==> config.mk <==
export PLATFORM = sky130hd
export DESIGN_NAME = fetch_stage
export DESIGN_NICKNAME = d
export VERILOG_FILES = /design/src/rtl/fetch_pkg.sv /design/src/rtl/fetch_holdbuf.sv /design/src/rtl/fetch_stage.sv
export SDC_FILE = /design/constraint.sdc
export NUM_CORES = 1
export LEC_CHECK = 0
export ABC_AREA = 0
export CORE_MARGIN = 3
export CORE_UTILIZATION = 55
export CTS_BUF_LIST = sky130_fd_sc_hd__clkbuf_4
export CTS_CLUSTER_DIAMETER = 50
export DETAILED_ROUTE_END_ITERATION = 10
export PLACE_DENSITY = 0.87
export SLEW_MARGIN = 5
export SYNTH_ARGS = -nofsm -noshare
export SYNTH_HDL_FRONTEND = slang
export SYNTH_SLANG_ARGS = --single-unit
==> constraint.sdc <==
create_clock -name clk -period 11.99 [get_ports clk]
set_input_delay 1.7985 -clock clk [delete_from_list [all_inputs] [get_ports clk]]
set_output_delay 1.7985 -clock clk [all_outputs]
set_load 0.05 [all_outputs]
==> src/rtl/fetch_pkg.sv <==
// Shared types and helpers for the instruction fetch stage: FSM state encoding,
// opcode constants and B-type immediate extraction.
package fetch_pkg;

  typedef enum logic [1:0] {
    ST_REQ  = 2'd0,
    ST_WAIT = 2'd1,
    ST_HOLD = 2'd2,
    ST_KILL = 2'd3
  } fetch_state_e;

  localparam logic [6:0] OPC_BRANCH = 7'b1100011;

  // B-immediate from instr[31:25] and instr[11:7]; bit 0 is always zero.
  function automatic logic signed [12:0] b_imm(input logic [31:25] hi, input logic [11:7] lo);
    return $signed({hi[31], lo[7], hi[30:25], lo[11:8], 1'b0});
  endfunction

  // Backward-taken candidate: conditional branch whose immediate sign bit is set.
  function automatic logic is_btfn(input logic [6:0] opcode, input logic sign);
    return (opcode == OPC_BRANCH) && sign;
  endfunction

endpackage

==> src/rtl/fetch_holdbuf.sv <==
// One-entry skid buffer that parks an instruction response arriving while the
// IF/ID register is stalled.
module fetch_holdbuf #(
  parameter int WORD_BITWIDTH = 32
) (
  input  logic                     clk,
  input  logic                     rst,
  input  logic                     flush,
  input  logic                     load,
  input  logic                     drain,
  input  logic [WORD_BITWIDTH-1:0] load_pc,
  input  logic [WORD_BITWIDTH-1:0] load_instr,
  output logic                     valid,
  output logic [WORD_BITWIDTH-1:0] pc,
  output logic [WORD_BITWIDTH-1:0] instr
);

  always_ff @(posedge clk) begin
    if (rst || flush) begin
      valid <= 1'b0;
    end else if (load) begin
      valid <= 1'b1;
    end else if (drain) begin
      valid <= 1'b0;
    end
  end

  always_ff @(posedge clk) begin
    if (load) begin
      pc    <= load_pc;
      instr <= load_instr;
    end
  end

endmodule

==> src/rtl/fetch_stage.sv <==
// Instruction fetch stage: single-outstanding imem requester feeding the IF/ID
// register. Define STATIC_BTFN_EN to enable backward-taken branch prediction.
module fetch_stage
  import fetch_pkg::*;
#(
  parameter int                       WORD_BITWIDTH    = 32,
  parameter int                       REG_NUM_BITWIDTH = 5,
  parameter logic [WORD_BITWIDTH-1:0] RESET_PC         = 32'h0000_0000
) (
  input  logic                        clk,
  input  logic                        rst,
  input  logic                        pc_stall,
  input  logic                        if_stall,
  input  logic                        ex_redirect,
  input  logic [WORD_BITWIDTH-1:0]    ex_target,
  output logic                        imem_req,
  output logic [WORD_BITWIDTH-1:0]    imem_addr,
  input  logic                        imem_ready,
  input  logic                        imem_rvalid,
  input  logic [WORD_BITWIDTH-1:0]    imem_rdata,
  output logic                        if_valid,
  output logic [WORD_BITWIDTH-1:0]    if_pc,
  output logic [WORD_BITWIDTH-1:0]    if_instr,
  output logic [REG_NUM_BITWIDTH-1:0] if_Rs1,
  output logic [REG_NUM_BITWIDTH-1:0] if_Rs2,
  output logic                        if_pred_taken
);

  fetch_state_e                    state_q, state_d;
  logic [WORD_BITWIDTH-1:0]        pc_q;
  logic                            handshake;
  logic                            hb_valid, hb_load, hb_drain;
  logic [WORD_BITWIDTH-1:0]        hb_pc, hb_instr;
  logic                            from_hold, deliver;
  logic [WORD_BITWIDTH-1:0]        dlv_pc, dlv_instr, pc_next, redirect_pc;
  logic signed [WORD_BITWIDTH-1:0] pc_step;

  assign handshake   = imem_req && imem_ready;
  assign from_hold   = (state_q == ST_HOLD) && hb_valid;
  // A redirect squashes whatever would have been delivered this cycle.
  assign deliver     = !if_stall && !ex_redirect &&
                       (from_hold || ((state_q == ST_WAIT) && imem_rvalid));
  assign dlv_pc      = from_hold ? hb_pc : pc_q;
  assign dlv_instr   = from_hold ? hb_instr : imem_rdata;
  assign hb_load     = (state_q == ST_WAIT) && imem_rvalid && if_stall && !ex_redirect;
  assign hb_drain    = (state_q == ST_HOLD) && !if_stall;
  assign redirect_pc = ex_target & ~WORD_BITWIDTH'(3);
  assign pc_next     = dlv_pc + $unsigned(pc_step);

  fetch_holdbuf #(.WORD_BITWIDTH(WORD_BITWIDTH)) u_holdbuf (
    .clk        (clk),
    .rst        (rst),
    .flush      (ex_redirect),
    .load       (hb_load),
    .drain      (hb_drain),
    .load_pc    (pc_q),
    .load_instr (imem_rdata),
    .valid      (hb_valid),
    .pc         (hb_pc),
    .instr      (hb_instr)
  );

  always_ff @(posedge clk) begin
    if (rst) begin
      state_q <= ST_REQ;
    end else begin
      state_q <= state_d;
    end
  end

  always_comb begin
    state_d = state_q;
    case (state_q)
      ST_REQ:  if (handshake) state_d = ex_redirect ? ST_KILL : ST_WAIT;
      ST_WAIT: begin
        if (imem_rvalid) begin
          state_d = (if_stall && !ex_redirect) ? ST_HOLD : ST_REQ;
        end else if (ex_redirect) begin
          state_d = ST_KILL;
        end
      end
      ST_HOLD: if (ex_redirect || !if_stall) state_d = ST_REQ;
      ST_KILL: if (imem_rvalid) state_d = ST_REQ;
      default: state_d = ST_REQ;
    endcase
  end

  always_comb begin
    imem_req  = (state_q == ST_REQ) && !pc_stall && !rst;
    imem_addr = pc_q;
  end

  // PC tracks the instruction in flight; it advances only once that instruction is delivered.
  always_ff @(posedge clk) begin
    if (rst) begin
      pc_q <= RESET_PC;
    end else if (ex_redirect) begin
      pc_q <= redirect_pc;
    end else if (deliver) begin
      pc_q <= pc_next;
    end
  end

  // IF/ID boundary
  always_ff @(posedge clk) begin
    if (rst) begin
      if_valid <= 1'b0;
      if_pc    <= '0;
      if_instr <= '0;
    end else if (ex_redirect) begin
      if_valid <= 1'b0;
    end else if (!if_stall) begin
      if_valid <= deliver;
      if (deliver) begin
        if_pc    <= dlv_pc;
        if_instr <= dlv_instr;
      end
    end
  end

  assign if_Rs1 = if_instr[19:15];
  assign if_Rs2 = if_instr[24:20];

`ifdef STATIC_BTFN_EN
  logic dlv_pred;
  logic pred_q;

  assign dlv_pred = is_btfn(dlv_instr[6:0], dlv_instr[31]);
  assign pc_step  = dlv_pred ? WORD_BITWIDTH'(b_imm(dlv_instr[31:25], dlv_instr[11:7]))
                             : WORD_BITWIDTH'(4);

  always_ff @(posedge clk) begin
    if (rst) begin
      pred_q <= 1'b0;
    end else if (!ex_redirect && !if_stall && deliver) begin
      pred_q <= dlv_pred;
    end
  end

  assign if_pred_taken = pred_q;
`else
  assign pc_step       = WORD_BITWIDTH'(4);
  assign if_pred_taken = 1'b0;
`endif

endmodule

==> summary.md <==
The flow ran to the end, and the final reports show no timing, DRC or antenna violations. The core area is 13,400 um2. The post-synthesis sequential area ratio is 0.5147. Dividing the detail-routed wire length by the instance count gives 17.60 um.

The wire length of the first global-routing pass was 31.92 mm. The global-route usage over all layers came out at 0.2654. In this run the vertical extent of the chip is 123.7 um. The run gives 17 as the number of buffers inserted during clock tree synthesis. Synthesis produced a netlist with a net count of 890. The via count of the first global-routing pass is 6,266, and the transition time at the pin with the least slew margin is 1059 ps.

In this run, distinct cell masters in the synthesized netlist total 66. Once placement finished, the instance area stood at 9296 um2. Post-CTS timing repair inserted 0 buffers for setup. The setup path with the least slack is of type input pin to output port. The top flip-flop cell by instance count after synthesis is sky130_fd_sc_hd__dfxtp_1. The number of failing hold endpoints at the final stage is 0. With fillers left out, the area of the finished cells amounts to 9528 um2.

The deepest clock path buffer count was 2; the worst reg-to-reg setup slack was 7540 ps. The share of the synthesized area in the top cell type is 0.2626. Static timing analysis puts the maximum clock frequency at 0.1871 GHz.

In this run the critical register-to-register path is captured at if_instr[0]$_SDFFE_PP0P_. The most area-hungry cell type in the Yosys netlist was sky130_fd_sc_hd__dfxtp_1. After clock tree synthesis, the clock-pin slew on the worst setup and hold paths is 110 ps.

Ranked by total cell area, the synthesized netlist is headed by sky130_fd_sc_hd__dfxtp_1 (26%), sky130_fd_sc_hd__edfxtp_1 (25%), sky130_fd_sc_hd__nand2_1 (7.0%). The filler cells instantiated in the layout total 1,027. The post-route clock period utilization came out at 0.4457. Input and output buffers added on the ports amount to 176. The clock period minus worst slack was 5344 ps. The number of cells upsized or downsized after cts is 0, and the fraction of layout instances using a drive strength above 1 is 0.05938. The depth of the worst register-to-register path was 6; the total of hold buffers inserted after clock tree synthesis was 0. The synthesized netlist cell count was 818. In the final design database the tool counted 1,019 nets. The tree is rooted in a sky130_fd_sc_hd__clkbuf_4. The tools report the final max-slew violation count as 0. The number of antenna violations at the first check in global routing came out at 0. The run gives 0 as the number of max-capacitance violations reported. The power density of the placed cells came out at 105.3 nW/um2. The core utilization of the finished layout is 0.7110, and the synthesis-to-layout area growth is 24.98%. Setup violations remaining at the end of the flow were counted as 0. STA puts the critical path data arrival time at 3550 ps.

IR analysis of the VDD net gives a maximum drop of 0.00006597 V. The clock latency at the later pin of the worst-skew pair came out at 570 ps. The average cell area after synthesis works out to 9.320 um2. The synthesized design contains 64 enable-type register cells. The instance count along the most critical hold path came out at 2.

Leaving out fill and tap cells, the most frequent cell in the layout is sky130_fd_sc_hd__clkdlybuf4s50_1. The critical path goes through clkdlybuf4s50_1 > nor4_1 > clkdlybuf4s50_1. In the layout the commonest cells are sky130_fd_sc_hd__clkdlybuf4s50_1 (174), sky130_fd_sc_hd__nand2_1 (142), sky130_fd_sc_hd__nor2_1 (106), sky130_fd_sc_hd__dfxtp_1 (100), sky130_fd_sc_hd__edfxtp_1 (64).

The worst slew margin relative to its limit came out at 0.2924. The worst hold path belongs to the class register to register. Between clock sinks in the finished design, the worst skew comes to 17.79 ps. STA classifies the critical path startpoint as an input pin.

The total overflow reported by the global router is 0. Final estimated routing congestion in global placement: 0.9331. The launch point of the worst reg-to-reg path is state_q[1]$_SDFFE_PP0P_. Entering global routing, the biggest net connects 89 pins. During synthesis, Yosys emitted a total of 0 warnings. The number of clock sinks was 164; the area of the multi-input gates was 3327 um2. The most critical setup path has its startpoint at pc_stall. The share of flip-flops with an asynchronous set or reset after synthesis works out to 0. The area taken by flip-flops and latches is 3924 um2.

The worst setup path is captured at an output port. During I/O placement, the number of pins put on the boundary was 180. The logs give 636 for the first-iteration detailed-routing DRC count and 0 for the post-route DRC violation count. After legalization and detailed placement, the total HPWL measured 13.15 mm.

In this design, the stage delay of the slowest critical-path cell is 900 ps. TritonCTS built the clock tree. The routed design has 19.99 mm of wire.

In the routed layout, each cell is associated on average with a via count of 5.941. The sum of negative setup slack is 0 ps. In this run the horizontal extent of the chip is 123.7 um. The effective utilization at floorplan is 0.5689. Of all nets on the critical path, the largest fanout is 3. For the critical path data required time, the log shows 10,190 ps. The tools report the number of optimization iterations in the first detailed-route pass as 6.

Counting stages on the worst path, the most repeated cell is sky130_fd_sc_hd__clkdlybuf4s50_1. The path with the worst hold slack has its endpoint at if_valid$_SDFFE_PP0N_. Summed over all cells, the static leakage comes to 3.032 nW. The die covers 15,310 um2. The largest individual stage delay along the critical path comes from the cell sky130_fd_sc_hd__clkdlybuf4s50_1. In this run the remaining antenna-violating nets after routing total 0. Setup repair after global routing left no endpoint under its margin. The post-synth design cell area was 7624 um2; the row count was 42. 0 antenna diodes ended up in the layout. Summing over every cut layer, the via total after detailed routing is 6,749. The synthesized design contains 164 register bits. The worst hold path begins at if_valid$_SDFFE_PP0N_. Maximum level of the CTS H-tree: 4.
worst max-delay path: cells and delay by family:
kind                   cells  cell delay [ps]
buffers and inverters      2             1300
AND/OR/NAND/NOR            1              440
report_power, final:
part | switching, mW | leakage (nW) | internal, mW
Sequential | 0.0133 | 1.38 | 0.587
Clock | 0.178 | 0.134 | 0.109
Combinational | 0.0676 | 1.51 | 0.0476
synthesized netlist by cell type, types with 2 or more instances:
cell and number:
sky130_fd_sc_hd__nand2_1 142, sky130_fd_sc_hd__nor2_1 106, sky130_fd_sc_hd__dfxtp_1 100, sky130_fd_sc_hd__edfxtp_1 64
sky130_fd_sc_hd__a21oi_1 47, sky130_fd_sc_hd__a311oi_1 45, sky130_fd_sc_hd__clkbuf_1 31, sky130_fd_sc_hd__nor3_1 25
sky130_fd_sc_hd__a211oi_1 21, sky130_fd_sc_hd__mux2i_1 19, sky130_fd_sc_hd__buf_2 17, sky130_fd_sc_hd__buf_4 16
sky130_fd_sc_hd__nand3_1 16, sky130_fd_sc_hd__o21ai_0 16, sky130_fd_sc_hd__nand4_1 13, sky130_fd_sc_hd__o22ai_1 12
sky130_fd_sc_hd__inv_1 9, sky130_fd_sc_hd__a31oi_1 8, sky130_fd_sc_hd__xor2_1 8, sky130_fd_sc_hd__xnor2_1 7
sky130_fd_sc_hd__buf_1 6, sky130_fd_sc_hd__and3_1 5, sky130_fd_sc_hd__nor2b_1 5, sky130_fd_sc_hd__o211ai_1 5
sky130_fd_sc_hd__or3_1 5, sky130_fd_sc_hd__a211o_1 4, sky130_fd_sc_hd__nand3b_1 4, sky130_fd_sc_hd__o21a_1 4
sky130_fd_sc_hd__or2_2 4, sky130_fd_sc_hd__a221oi_1 3, sky130_fd_sc_hd__a22oi_1 3, sky130_fd_sc_hd__nor3b_1 3
sky130_fd_sc_hd__nor4_1 3, sky130_fd_sc_hd__nor4_4 3, sky130_fd_sc_hd__a2111oi_2 2, sky130_fd_sc_hd__nand2b_1 2
sky130_fd_sc_hd__nor2_2 2, sky130_fd_sc_hd__o21ba_2 2, sky130_fd_sc_hd__o221ai_1 2, sky130_fd_sc_hd__o31a_1 2
sky130_fd_sc_hd__o32ai_1 2
kinds of logic (layout without fill, tap and decap cells):
family	count (synthesis)	after routing	synth area share
AND/OR/NAND/NOR	348	348	0.2099
buffers and inverters	80	222	0.05104
XOR/XNOR	15	15	0.01723
multiplexers	21	21	0.02823
adder cells (fa/ha/maj)	1	1	0.001641
flip-flops	164	164	0.5147
AO/OA/AOI/OAI	188	188	0.1768
other	1	1	0.0004919
worst max path at each step:
stage	endpoint	slack (ps)
global route	imem_req	6600
detailed placement	if_instr[28]$_SDFFE_PP0P_	6620
floorplan	u_holdbuf.valid$_SDFFE_PP0P_	6400
finish	imem_req	6650
CTS	imem_req	6630
global placement	imem_req	6690
routing by layer:
layer / vias to the layer above / track usage / wire [um]
li1: 3229 / - / -
met1: 3140 / 0.3571 / 8531
met2: 343 / 0.4140 / 9158
met3: 37 / 0.07493 / 1897
met4: 0 / 0.08858 / 403
met5: - / 0 / 0
metrics by stage:
step                power, mW  hold slack (ps)  std cells  worst slack [ps]
finish                  1.003            472.4       1136              6646
global route            1.040            492.2       1136              6604
CTS                     1.009            472.1       1136              6633
detailed placement     0.7276            451.9       1104              6618
global placement       0.7261            443.6       1104              6686
floorplan              0.6758            497.1        818              6402
layout make-up:
type,instances,area share
multi-input combinational,574,0.3492
clock inverter,10,0.006960
timing repair buffer,181,0.1881
tap,176,0.02311
sequential,164,0.4118
inverter,9,0.003546
clock buffer,22,0.01733
flip-flops by register name, summed over array words and instances (netlist names):
signal,flops
if_instr,32
if_pc,32
if_valid,1
imem_addr,32
state_q,2
u_holdbuf.instr,32
u_holdbuf.pc,32
u_holdbuf.valid,1
Power figures use the tool's default switching activity.
